===== src/rtl/pwm_ramp_ctrl.sv =====
// Soft-start/soft-stop sequencer for one PWM generator: ramps duty toward a
// target by a bounded step per PWM period and gates the generator enable.
module pwm_ramp_ctrl #(
    parameter int WIDTH  = 16,
    parameter int STEP_W = 8
) (
    input  logic              clk,
    input  logic              rst_n,
    input  logic              cfg_valid,
    output logic              cfg_ready,
    input  logic [WIDTH-1:0]  cfg_period,
    input  logic [WIDTH-1:0]  cfg_duty,
    input  logic [STEP_W-1:0] cfg_step,
    input  logic              stop,
    input  logic              pwm_tick,
    output logic              pwm_enable,
    output logic [WIDTH-1:0]  pwm_period,
    output logic [WIDTH-1:0]  pwm_duty,
    output logic              ramping,
    output logic              done
);

    typedef enum logic [1:0] {
        IDLE,
        RAMP,
        HOLD,
        STOPPING
    } state_t;

    state_t             state;
    logic [WIDTH-1:0]   target;
    logic [STEP_W-1:0]  step;
    logic [WIDTH-1:0]   sh_period;
    logic [WIDTH-1:0]   sh_target;
    logic [STEP_W-1:0]  sh_step;
    logic               pend;

    logic               accept;
    logic               advance;
    logic [WIDTH-1:0]   clamp;
    logic [WIDTH-1:0]   use_target;
    logic [STEP_W-1:0]  use_step;
    logic [WIDTH-1:0]   nxt_duty;
    logic [WIDTH-1:0]   down_duty;

    // One extra bit keeps duty+step and duty-step exact before saturation.
    function automatic logic [WIDTH-1:0] toward(
        input logic [WIDTH-1:0]  cur,
        input logic [WIDTH-1:0]  tgt,
        input logic [STEP_W-1:0] stp
    );
        logic [WIDTH:0] wide;
        logic [WIDTH:0] s;
        s      = (WIDTH+1)'(stp);
        wide   = '0;
        toward = tgt;
        if (stp != '0) begin
            if (cur < tgt) begin
                wide = {1'b0, cur} + s;
                if (wide < {1'b0, tgt})
                    toward = wide[WIDTH-1:0];
            end else begin
                wide = {1'b0, cur} - s;
                if (!wide[WIDTH] && wide[WIDTH-1:0] > tgt)
                    toward = wide[WIDTH-1:0];
            end
        end
    endfunction

    assign cfg_ready  = (state != STOPPING) && !stop;
    assign accept     = cfg_valid && cfg_ready;
    assign clamp      = (cfg_duty > cfg_period) ? cfg_period : cfg_duty;
    assign use_target = pend ? sh_target : target;
    assign use_step   = pend ? sh_step : step;
    assign nxt_duty   = toward(pwm_duty, use_target, use_step);
    assign down_duty  = toward(pwm_duty, '0, step);
    assign advance    = pwm_tick && (pend || state == RAMP);

    always_ff @(posedge clk or negedge rst_n) begin
        if (!rst_n) begin
            state      <= IDLE;
            pwm_enable <= 1'b0;
            pwm_period <= '0;
            pwm_duty   <= '0;
            ramping    <= 1'b0;
            done       <= 1'b0;
            target     <= '0;
            step       <= '0;
            sh_period  <= '0;
            sh_target  <= '0;
            sh_step    <= '0;
            pend       <= 1'b0;
        end else begin
            done <= 1'b0;
            unique case (state)
                IDLE: begin
                    if (accept) begin
                        pwm_period <= cfg_period;
                        target     <= clamp;
                        step       <= cfg_step;
                        pwm_enable <= 1'b1;
                        pwm_duty   <= '0;
                        ramping    <= 1'b1;
                        state      <= RAMP;
                    end
                end
                RAMP, HOLD: begin
                    if (stop) begin
                        target  <= '0;
                        pend    <= 1'b0;
                        ramping <= 1'b1;
                        state   <= STOPPING;
                    end else begin
                        if (advance) begin
                            if (pend) begin
                                pwm_period <= sh_period;
                                target     <= sh_target;
                                step       <= sh_step;
                                pend       <= 1'b0;
                            end
                            pwm_duty <= nxt_duty;
                            if (nxt_duty == use_target) begin
                                state   <= HOLD;
                                ramping <= 1'b0;
                                done    <= 1'b1;
                            end else begin
                                state   <= RAMP;
                                ramping <= 1'b1;
                            end
                        end
                        // A tick in this same cycle already consumed the old values.
                        if (accept) begin
                            sh_period <= cfg_period;
                            sh_target <= clamp;
                            sh_step   <= cfg_step;
                            pend      <= 1'b1;
                            state     <= RAMP;
                            ramping   <= 1'b1;
                            done      <= 1'b0;
                        end
                    end
                end
                STOPPING: begin
                    if (pwm_tick) begin
                        pwm_duty <= down_duty;
                        if (down_duty == '0) begin
                            pwm_enable <= 1'b0;
                            ramping    <= 1'b0;
                            state      <= IDLE;
                        end
                    end
                end
                default: state <= IDLE;
            endcase
        end
    end

endmodule


===== config.mk =====
export PLATFORM = sky130hd
export DESIGN_NAME = pwm_ramp_ctrl
export DESIGN_NICKNAME = d
export VERILOG_FILES = /design/src/rtl/pwm_ramp_ctrl.sv
export SDC_FILE = /design/constraint.sdc
export NUM_CORES = 1
export LEC_CHECK = 0
export CAP_MARGIN = 20
export CORE_MARGIN = 2
export CORE_UTILIZATION = 44
export DETAILED_ROUTE_END_ITERATION = 7
export HOLD_SLACK_MARGIN = 0.06
export PLACE_DENSITY_LB_ADDON = 0.08
export SYNTH_ARGS = -nofsm -noshare
export SYNTH_HDL_FRONTEND = slang
export SYNTH_SLANG_ARGS = --single-unit

===== constraint.sdc =====
create_clock -name clk -period 6.8 [get_ports clk]
set_input_delay 1.36 -clock clk [delete_from_list [all_inputs] [get_ports clk]]
set_output_delay 1.36 -clock clk [all_outputs]
set_load 0.005 [all_outputs]

=== Word level (Yosys, flattened, before mapping) ===
Cells that the tools add are included.

* $lt $le $gt $ge: 7
* Eq/ne operators: 13
* Muxes and demuxes: 54
* $add $sub $neg: 4
* Bitwise gates (word level): 1
* Reduce and logical (&&, ||, !) cells: 25

{| class="wikitable"
|+ Operator list
! cell !! count
|-
| $mux 16 || 21
|-
| $pmux 16 s2 || 2
|-
| $pmux 16 s3 || 1
|-
| $add 16x8->17 || 2
|-
| $sub 16x8->17 || 2
|-
| $gt 16x16->1 || 2
|-
| $mux 8 || 4
|-
| $lt 17x1->1 const B || 1
|-
| $lt 17x16->1 || 1
|-
| $eq 16x16->1 || 1
|-
| $gt 16x1->1 const B || 1
|-
| $logic_not 16->1 || 1
|-
| $lt 16x1->1 const B || 1
|-
| $lt 16x16->1 || 1
|-
| $pmux 8 s2 || 1
|-
| $reduce_and 4->1 || 4
|-
| $reduce_bool 8->1 || 2
|-
| $mux 1 || 15
|-
| $mux 2 || 7
|-
| $ne 2x2->1 const B || 7
|-
| $pmux 2 s3 || 1
|-
| $reduce_and 3->1 || 2
|-
| $logic_and 1x1->1 || 5
|-
| $reduce_and 5->1 || 1
|-
| 14 further kinds || 18
|}

* Input bits: 45
* Bits in registers: 102
* Output and inout port bits: 36

=== Longest topological paths before layout ===
Gate-level depths: netlist (run 1).

* Word-level depth: 13
* Depth in mapped cells: 24
* Depth with buffers taken out: 19

=== Least setup slack after synthesis (run 1) ===
No wires, ideal clock.

* Path type: register to register
* Start point: register pend
* End point: register pwm_duty[12]
* Cell stages (with the launch flop): 24
* Slack: 1,365 ps
* Arrival: 5,344 ps
* Path through: dfrtp_1 buf_4 buf_4 buf_1 mux2i_1 ha_1 buf_6 o211ai_1 a21o_1 a31oi_1 or4b_1 xor2_1 inv_1 ha_1 nand4_1 nor4_1 a21boi_0 o41ai_2 nor2_1 buf_2 mux2i_1 nand2_1 a31o_1 o221ai_1

* Word-level cells in the longest chain between the ends: 10
* Elaborated cells between the ends (all ways): 21
* Those cells by class: add/sub: 2; order compare: 3; eq/ne: 1; mux: 9; reduce/logical: 6

{| class="wikitable"
|+ Ends and longest elaborated chain
! item !! line !! RTL
|-
| start, declared || 36 || <nowiki>logic pend;</nowiki>
|-
| start signal, assigned || 92 || <nowiki>pend <= 1'b0;</nowiki>
|-
| start signal, assigned || 110 || <nowiki>pend <= 1'b0;</nowiki>
|-
| start signal, assigned || 119 || <nowiki>pend <= 1'b0;</nowiki>
|-
| $mux 8 || - ||
|-
| $sub 16x8->17 || 63 || <nowiki>wide = {1'b0, cur} - s;</nowiki>
|-
| $gt 16x16->1 or $logic_not 1->1 (tied branches) || 64 || <nowiki>if (!wide[WIDTH] && wide[WIDTH-1:0] > tgt)</nowiki>
|-
| $logic_and 1x1->1 || 64 ||
|-
| $mux 16 || 64 ||
|-
| $mux 16 || 58 || <nowiki>if (cur < tgt) begin</nowiki>
|-
| $mux 16 || 57 || <nowiki>if (stp != '0) begin</nowiki>
|-
| $mux 16 || 114 || <nowiki>if (advance) begin</nowiki>
|-
| $mux 16 || 108 || <nowiki>if (stop) begin</nowiki>
|-
| $pmux 16 s3 || 95 || <nowiki>unique case (state)</nowiki>
|-
| end signal, assigned || 121 || <nowiki>pwm_duty <= nxt_duty;</nowiki>
|-
| end signal, assigned || 145 || <nowiki>pwm_duty <= down_duty;</nowiki>
|-
| end, declared || 18 || <nowiki>output logic [WIDTH-1:0] pwm_duty,</nowiki>
|}

Several ways; a longest one is shown, not always the timed one. The select of a mux whose other input is x is not followed.
A chain may end at the register's enable or synchronous reset.

=== Worst setup path in the final report (run 1) ===
* Start point: register pend
* End point: register state[1]

* Word-level cells in the longest chain between the ends: 13
* Elaborated cells between the ends (all ways): 24
* Those cells by class: add/sub: 2; order compare: 3; eq/ne: 2; mux: 11; reduce/logical: 6

{| class="wikitable"
|+ Ends and longest elaborated chain
! item !! line !! RTL
|-
| $mux 8 || - ||
|-
| $sub 16x8->17 || 63 ||
|-
| $gt 16x16->1 or $logic_not 1->1 (tied branches) || 64 ||
|-
| $logic_and 1x1->1 || 64 ||
|-
| $mux 16 || 64 ||
|-
| $mux 16 || 58 ||
|-
| $mux 16 || 57 ||
|-
| $eq 16x16->1 || 122 || <nowiki>if (nxt_duty == use_target) begin</nowiki>
|-
| $mux 2 || 122 ||
|-
| $mux 2 || 114 ||
|-
| $mux 2 || 132 || <nowiki>if (accept) begin</nowiki>
|-
| $mux 2 || 108 ||
|-
| $pmux 2 s3 || 95 ||
|-
| end signal, assigned || 104 || <nowiki>state <= RAMP;</nowiki>
|-
| end signal, assigned || 112 || <nowiki>state <= STOPPING;</nowiki>
|-
| end signal, assigned || 137 || <nowiki>state <= RAMP;</nowiki>
|-
| end, declared || 30 || <nowiki>state_t state;</nowiki>
|}

Several ways; a longest one is shown, not always the timed one. The select of a mux whose other input is x is not followed.

==> results_tabular.tex, run 1 <==
\begin{tabular}{lr}
\hline
Metric & Value \\
\hline
\multicolumn{2}{l}{\textbf{Floorplanning}} \\
\quad I/O pin count & 81 \\
\quad Total Die Area & approximately 23000 um2 \\
\quad Die Wd & 151 um \\
\quad Placeable core region & 21100 um2 \\
\quad Chip Height & 151 um \\
\quad Effective utilization at floorplan & 0.449 \\
\quad Row cnt & 53 \\
\multicolumn{2}{l}{\textbf{Worst setup path}} \\
\quad Worst Setup Start Kind & register \\
\quad Capture point of the worst reg-to-reg path & state[1]\$\_DFFE\_PN0P\_ \\
\quad Kind of critical path & register to register \\
\quad Setup slack, reg-to-reg & 0.56 ns \\
\quad Largest stage delay, worst path & 0.77 ns \\
\quad Slowest cell on the critical path & nor2\_1 \\
\quad Worst Path Arrival & roughly 6.5 ns \\
\quad Number of cells on the worst reg-to-reg path & 19 \\
\quad Buffers \& Inverters on Critical Path & 1 \\
\quad Crit-path max FO & 12 \\
\quad Crit path from & pend\$\_DFFE\_PN0P\_ \\
\quad Cell depth of the worst setup path & 19 \\
\quad Crit end category & register \\
\quad Worst Path Required & 7.05 ns \\
\quad Crit-path leading delay family & simple AND/OR/NAND/NOR gates \\
\quad Critical Path, Cell by Cell & mux2\_2 -> ha\_1 -> fa\_1 -> nor2b\_4 -> o31a\_1 -> o21a\_1 -> nor4\_2 -> xnor2\_1 -> inv\_1 -> ha\_1 -> nand4\_1 -> nor4\_1 -> a21boi\_0 -> o41ai\_2 -> nor2\_1 -> nand3\_1 -> a41oi\_1 -> nor4\_2 -> a31o\_1 \\
\quad End point of the critical path & state[1]\$\_DFFE\_PN0P\_ \\
\quad Reg-to-reg startpoint & pend\$\_DFFE\_PN0P\_ \\
\multicolumn{2}{l}{\textbf{Layout}} \\
\quad Commonest non-fill, non-tap cell in the layout & dfrtp\_1 \\
\quad Ant. Diodes & 0 \\
\quad Share of layout cells above drive strength 1 & 0.0945 \\
\quad Filler Cells Inserted & 2095 \\
\quad Final instance area & 10800 um2 \\
\quad Nets & approximately 1300 \\
\quad Layout overhead on the synthesized area & 14.5\% \\
\quad Top library cells by usage in the layout, fill and taps aside & dfrtp\_1 (102), a21oi\_1 (101), o21ai\_0 (100) \\
\multicolumn{2}{l}{\textbf{STA}} \\
\quad Period minus WS final & 6.24 ns \\
\quad Unrepaired setup endpoints after global routing & no \\
\quad Final Max Slew Viols & 0 \\
\quad Fmax & between 150 and 200 MHz \\
\quad Final period utilization & 0.918 \\
\quad Hold violation total from the final report & 0 \\
\quad Post-Route Setup TNS & 0 ns \\
\quad Max-Slew Margin vs Limit & 0.316 \\
\quad Actual transition at the worst max-transition pin & $\sim$1.0 ns \\
\quad Clk\_skew & 0.00922 ns \\
\quad Final setup fails & 0 \\
\multicolumn{2}{l}{\textbf{Logic synthesis}} \\
\quad Share of synthesized flip-flops with an asynchronous set or reset & 1.00 \\
\quad Most used DFF post-synth & dfrtp\_1 \\
\quad Gate Count Post-Synth & 1107 \\
\quad Flip-flop and latch count after synthesis & 102 \\
\quad Average size of a mapped cell & 8.55 um2 \\
\quad Share of synthesized area occupied by flip-flops and latches & 0.270 \\
\quad Synth warn & 0 \\
\quad Number of enable-type register cells in the synthesized netlist & 0 \\
\quad Net count after synthesis & 1246 \\
\quad Distinct cells, synth & 92 \\
\quad Post-Syn Area & $\sim$9500 um2 \\
\multicolumn{2}{l}{\textbf{CTS}} \\
\quad Clock net sink count & about 100 \\
\quad Setup Fix Bufs, Post-CTS & 0 \\
\quad Cts bufs inserted & 9 \\
\quad CTS clk-pin slew, worst paths & around 0.08 ns \\
\quad Worst-Skew Late Latency & approximately 0.36 ns \\
\quad Worst-case clock buffer depth & 2 \\
\quad Number of gates resized after CTS & 0 \\
\quad Maximum level of the CTS H-tree & 3 \\
\quad CTS Hold Bufs & 0 \\
\quad TritonCTS clock tree & done \\
\quad Root buffer selected by CTS & clkbuf\_16 \\
\multicolumn{2}{l}{\textbf{Drt}} \\
\quad Post-detailed-route count of antenna-violating nets & 0 \\
\quad Total number of vias & 8819 \\
\quad Post-detailed-route wirelength per cell & 21.8 um \\
\quad Residual DRC count & 0 \\
\quad Via/cell ratio & 6.09 \\
\quad Detailed Route WL & 31.7 mm \\
\quad DR iter-0 viols & 624 \\
\quad DRT Pass-1 Iters & 5 \\
\multicolumn{2}{l}{\textbf{Placement}} \\
\quad Count of input and output buffers & 80 \\
\quad Routability congestion estimate & approximately 1 \\
\quad HPWL after DPL & $\sim$25 mm \\
\quad Standard cell area after detailed placement & 10500 um2 \\
\multicolumn{2}{l}{\textbf{Global routing}} \\
\quad Pin count of the biggest net entering global routing & 54 \\
\quad Number of antenna violations at the first check in global routing & 0 \\
\quad Global-route wire length before repair & 49.1 mm \\
\quad Total global routing track utilization & 0.284 \\
\quad Grt total ovfl & 0 \\
\quad Vias in the first global route & 8376 \\
\multicolumn{2}{l}{\textbf{Min path}} \\
\quad Class of the most critical hold timing path & register to register \\
\multicolumn{2}{l}{\textbf{Job}} \\
\quad Number of maximum-capacitance constraint violations & 0 \\
\multicolumn{2}{l}{\textbf{Run status}} \\
\quad Run status & finished, final reports clean \\
\hline
\end{tabular}
==> tightest hold or removal path, cell delays in order, from the launching register on <==
cell	delay (ns)
dfrtp_1	0.35
nand2_1	0.04
o21ai_0	0.06
==> through the flow <==
step	instances	hold WS, ns	util	setup WS, ns
2_1_floorplan	1107	0.460	-	1.37
3_3_place_gp	1432	0.469	0.499	0.907
3_5_place_dp	1432	0.471	0.499	0.718
4_1_cts	1448	0.490	0.513	0.700
5_1_grt	1449	0.517	0.514	0.0311
6_report	1449	0.484	0.514	0.560
==> logic make-up (layout without fill, tap and decap cells) <==
| family | count (synthesis) | after routing | share of synthesized area |
|---|---|---|---|
| compound gates | 364 | 364 | 0.249 |
| simple gates | 305 | 305 | 0.162 |
| buf+inv | 119 | 186 | 0.0568 |
| flops | 102 | 102 | 0.270 |
| fa+ha+maj | 94 | 94 | 0.127 |
| mux | 85 | 85 | 0.0940 |
| xor+xnor | 38 | 38 | 0.0418 |
==> state kept, by name (all words and copies together) (netlist names) <==
name / flops
step: 8
ramping: 1
target: 16
pwm_duty: 16
pwm_enable: 1
pend: 1
done: 1
state: 2
sh_period: 16
sh_step: 8
pwm_period: 16
sh_target: 16
==> cell type report <==
cell class / instances / area (um2) / share of cell area
Inverter: 62 / 233 / 0.0215
Tap cell: 275 / 344 / 0.0318
Sequential cell: 102 / 2550 / 0.236
Timing Repair Buffer: 108 / 1020 / 0.0938
Clock inverter: 6 / 65.1 / 0.00600
Clock buffer: 10 / 229 / 0.0211
Multi-Input combinational cell: 886 / 6400 / 0.590
==> cells in the mapped netlist (6+ instances only) <==
library cell  count  area [um2]
a21o_1           17         128
o31ai_1           6        45.0
dfrtp_1         102        2550
nand2_1          71         267
nor2_1           81         304
a211oi_1          9        67.6
o21a_1           21         158
a221o_1           7        70.1
ha_1             91        1140
nand4_1          14        87.6
nand2b_1         11        68.8
buf_6             7        78.8
inv_1            59         221
and2_1            7        43.8
clkbuf_1         27         101
buf_2            13        65.1
xnor2_1          22         193
a21oi_1         101         505
nor2b_1           8        50.1
o21ai_0         102         510
nor3_1           42         210
xor2_1           11        96.3
o22ai_1           6        37.5
o211ai_1         13        97.6
nor4_1           11        68.8
nand3_1          20         100
mux2i_1          54         541
mux2_2           31         349
a31oi_1           9        56.3
==> per-layer routing <==
metal  vias to the layer above  GRT usage  part of all wire
li1                       4216          -                 -
met1                      4223      0.421              0.47
met2                       325      0.425              0.43
met3                        55     0.0445             0.069
met4                         0     0.0846             0.026
met5                         -          0                 0
==> how the worst min path moves through the flow <==
| stage | start | to | cells past startpoint |
|---|---|---|---|
| after floorplan | target[13]$_DFFE_PN0P_ | target[13]$_DFFE_PN0P_ | 2 |
| after global placement | pwm_period[8]$_DFFE_PN0P_ | pwm_period[8]$_DFFE_PN0P_ | 2 |
| after detailed placement | pwm_period[8]$_DFFE_PN0P_ | pwm_period[8]$_DFFE_PN0P_ | 2 |
| after CTS | pwm_period[8]$_DFFE_PN0P_ | pwm_period[8]$_DFFE_PN0P_ | 2 |
| after global routing | pwm_period[13]$_DFFE_PN0P_ | pwm_period[13]$_DFFE_PN0P_ | 2 |
| final | pwm_period[8]$_DFFE_PN0P_ | pwm_period[8]$_DFFE_PN0P_ | 2 |
Power of run 1 is not shown: default switching activity piles up to over one toggle a cycle in this logic, so the estimate is an artifact.
==> inputs of run 2 (changes only) <==
Settings changed: GPL_TIMING_DRIVEN set to 0, RECOVER_POWER set to 50.
==> run 2 against run 1 <==
The flow now finishes with violations (capacitance limit, slew limit); non-clock buffer count is 32 higher; critical endpoint is now pwm_duty[12]$_DFFE_PN0P_; worst setup slack worse by 0.26 ns; sequential share of layout area shrank 0.23 points; clock skew up 0.013 ns; worst hold slack gained 0.0058 ns; largest cell class unchanged; critical path depth grew 2; via count is 2.2% higher; wire length is 2.8% higher; register-to-register slack got worse by 0.26 ns; global-route usage rose by 0.86 points.
==> results_tabular.tex, run 2 (same netlist as run 1, synthesis figures left out) <==
\begin{tabular}{lr}
\hline
Metric & Value \\
\hline
\multicolumn{2}{l}{\textbf{Placement}} \\
\quad HPWL after DPL & 25.9 mm \\
\quad Routability congestion estimate & about 0.99 \\
\quad Count of input and output buffers & 80 \\
\quad Count of placed standard cells including taps & 1465 \\
\multicolumn{2}{l}{\textbf{Floorplanning}} \\
\quad Die Wd & between 150 and 200 um \\
\quad Chip Height & around 150 um \\
\quad Placeable core region & $\sim$21000 um2 \\
\quad Effective utilization at floorplan & 0.449 \\
\quad Row cnt & 53 \\
\quad I/O pin count & 81 \\
\quad Total Die Area & roughly 23000 um2 \\
\multicolumn{2}{l}{\textbf{Min path}} \\
\quad Class of the most critical hold timing path & register to register \\
\multicolumn{2}{l}{\textbf{Drt}} \\
\quad Total number of vias & 9013 \\
\quad Detailed Route WL & roughly 33 mm \\
\quad DR iter-0 viols & 682 \\
\quad Via/cell ratio & between 6 and 7 \\
\quad DRT Pass-1 Iters & 5 \\
\quad Post-detailed-route count of antenna-violating nets & 0 \\
\quad Post-detailed-route wirelength per cell & roughly 22 um \\
\quad Residual DRC count & 0 \\
\multicolumn{2}{l}{\textbf{CTS}} \\
\quad TritonCTS clock tree & done \\
\quad Setup Fix Bufs, Post-CTS & 0 \\
\quad CTS clk-pin slew, worst paths & 0.10 ns \\
\quad Root buffer selected by CTS & clkbuf\_16 \\
\quad Maximum level of the CTS H-tree & 3 \\
\quad Cts bufs inserted & 9 \\
\quad Worst-case clock buffer depth & 2 \\
\quad Clock net sink count & 102 \\
\quad Worst-Skew Late Latency & 0.38 ns \\
\multicolumn{2}{l}{\textbf{Global routing}} \\
\quad Pin count of the biggest net entering global routing & 70 \\
\quad Total global routing track utilization & 0.293 \\
\quad Fraction of met2 tracks used by global routing & 0.442 \\
\quad Gr busiest metal & met2 \\
\quad Grt total ovfl & 0 \\
\quad Global-route wire length before repair & a little over 50 mm \\
\quad Met3 layer usage reported by global route & 0.0473 \\
\quad Vias in the first global route & 8630 \\
\quad Number of antenna violations at the first check in global routing & 0 \\
\quad Global Route met1 Usage & 0.418 \\
\multicolumn{2}{l}{\textbf{Worst setup path}} \\
\quad Crit-path max FO & 19 \\
\quad Crit-path leading delay family & compound AO/OA/AOI/OAI gates \\
\quad Buffers \& Inverters on Critical Path & 5 \\
\quad Worst Path Arrival & 6.76 ns \\
\quad End point of the critical path & pwm\_duty[12]\$\_DFFE\_PN0P\_ \\
\quad Largest stage delay, worst path & 0.80 ns \\
\quad Reg-to-reg startpoint & pend\$\_DFFE\_PN0P\_ \\
\quad Crit path from & pend\$\_DFFE\_PN0P\_ \\
\quad Worst Path Required & 7.06 ns \\
\quad Slowest cell on the critical path & o41ai\_2 \\
\quad Crit end category & register \\
\quad Worst Setup Start Kind & register \\
\quad Kind of critical path & register to register \\
\quad Capture point of the worst reg-to-reg path & pwm\_duty[12]\$\_DFFE\_PN0P\_ \\
\quad Setup slack, reg-to-reg & 0.30 ns \\
\quad Number of cells on the worst reg-to-reg path & 21 \\
\quad Cell depth of the worst setup path & 21 \\
\quad Critical Path, Cell by Cell & buf\_4 -> buf\_6 -> mux2i\_1 -> ha\_1 -> a2111o\_1 -> o21a\_1 -> buf\_6 -> nor4\_2 -> xnor2\_1 -> inv\_1 -> ha\_1 -> nand4\_1 -> nor4\_1 -> a21boi\_1 -> o41ai\_2 -> nor2\_1 -> buf\_2 -> mux2i\_1 -> a21o\_1 -> a21boi\_0 -> o221ai\_1 \\
\multicolumn{2}{l}{\textbf{Layout}} \\
\quad Layout overhead on the synthesized area & 15.6\% \\
\quad Finished Layout Cells & 1481 \\
\quad Filler Cells Inserted & 2045 \\
\quad Nets & 1340 \\
\quad Ant. Diodes & 0 \\
\quad Share of layout cells above drive strength 1 & 0.0904 \\
\quad Multi-input combinational cell area & 6390 um2 \\
\quad Reg area & roughly 2600 um2 \\
\quad Top library cells by usage in the layout, fill and taps aside & o21ai\_0 (102), dfrtp\_1 (102), a21oi\_1 (101) \\
\multicolumn{2}{l}{\textbf{STA}} \\
\quad Max-Slew Margin vs Limit & -1.15 \\
\quad Unrepaired setup endpoints after global routing & no \\
\quad Final Max Slew Viols & approximately 110 \\
\quad Hold violation total from the final report & 0 \\
\quad Actual transition at the worst max-transition pin & between 3 and 4 ns \\
\quad Fmax & 154 MHz \\
\quad Final period utilization & 0.956 \\
\quad Clk\_skew & between 0.02 and 0.025 ns \\
\quad Final setup fails & 0 \\
\quad Period minus WS final & between 6 and 7 ns \\
\multicolumn{2}{l}{\textbf{Run status}} \\
\quad Violated checks & capacitance limit, slew limit \\
\quad Run status & finished, violations left \\
\multicolumn{2}{l}{\textbf{Job}} \\
\quad Number of maximum-capacitance constraint violations & 2 \\
\hline
\end{tabular}
run 2: cell types whose count changed in the layout (fill, tap and decap cells not counted), sizes merged, moves of 2 or more:
cell | before | now
buf | 29 | 31
dlygate4sd3 | 0 | 18
clkbuf | 10 | 39
clkdlybuf4s50 | 79 | 61
clkinv | 4 | 2
run 2: area by class of cell:
cell class	count	area share
inverter	62	0.0213
buffer	56	0.0279
sequential	102	0.233
tap	275	0.0315
timing repair buffer	84	0.0756
clock buffer	10	0.0209
multi-input combinational	886	0.584
clock inverter	6	0.00583
run 2: worst register-to-register path, delay by kind of cell (launching register included):
family,cells,cell delay (ns)
AO/OA/AOI/OAI,7,2.40
buffers and inverters,5,1.05
multiplexers,2,0.78
AND/OR/NAND/NOR,4,0.74
adder cells (fa/ha/maj),2,0.72
flip-flops,1,0.41
XOR/XNOR,1,0.28
run 2: layer usage:
metal | routed length (um) | up-vias
met1 | 15100 | 4314
met3 | 2060 | 72
met5 | 0 | -
met4 | 1230 | 0
li1 | - | 4279
met2 | 14100 | 348
run 2: worst min path at each step:
stage                                    startpoint                         to  slack, ns  cells past startpoint
after detailed placement  pwm_period[9]$_DFFE_PN0P_  pwm_period[9]$_DFFE_PN0P_       0.47                      2
after global placement    pwm_period[9]$_DFFE_PN0P_  pwm_period[9]$_DFFE_PN0P_       0.47                      2
final                     pwm_period[8]$_DFFE_PN0P_  pwm_period[8]$_DFFE_PN0P_       0.49                      2
after floorplan              target[13]$_DFFE_PN0P_     target[13]$_DFFE_PN0P_       0.46                      2
after CTS                 pwm_period[9]$_DFFE_PN0P_  pwm_period[9]$_DFFE_PN0P_       0.49                      2
after global routing         target[14]$_DFFE_PN0P_     target[14]$_DFFE_PN0P_       0.52                      2
run 2: per-stage QoR:
stage / setup TNS, ns / util / setup slack (ns) / hold slack (ns) / instance area [um2]
2_1_floorplan: 0 / - / 1.37 / 0.460 / 9470
5_1_grt: 0 / 0.519 / 0.0226 / 0.523 / 10900
3_3_place_gp: -2.53 / 0.503 / -0.334 / 0.468 / 10600
6_report: 0 / 0.519 / 0.298 / 0.490 / 10900
3_5_place_dp: -2.73 / 0.505 / -0.358 / 0.475 / 10700
4_1_cts: 0 / 0.519 / 0.115 / 0.494 / 10900
run 2: what timing repair did:
action                                  CTS  global route
hold buffers                              0             0
endpoints found under the setup margin   17            15
resized for setup                         0             4
pin swaps                                 0             0
Power of run 2 is left out for the same reason.
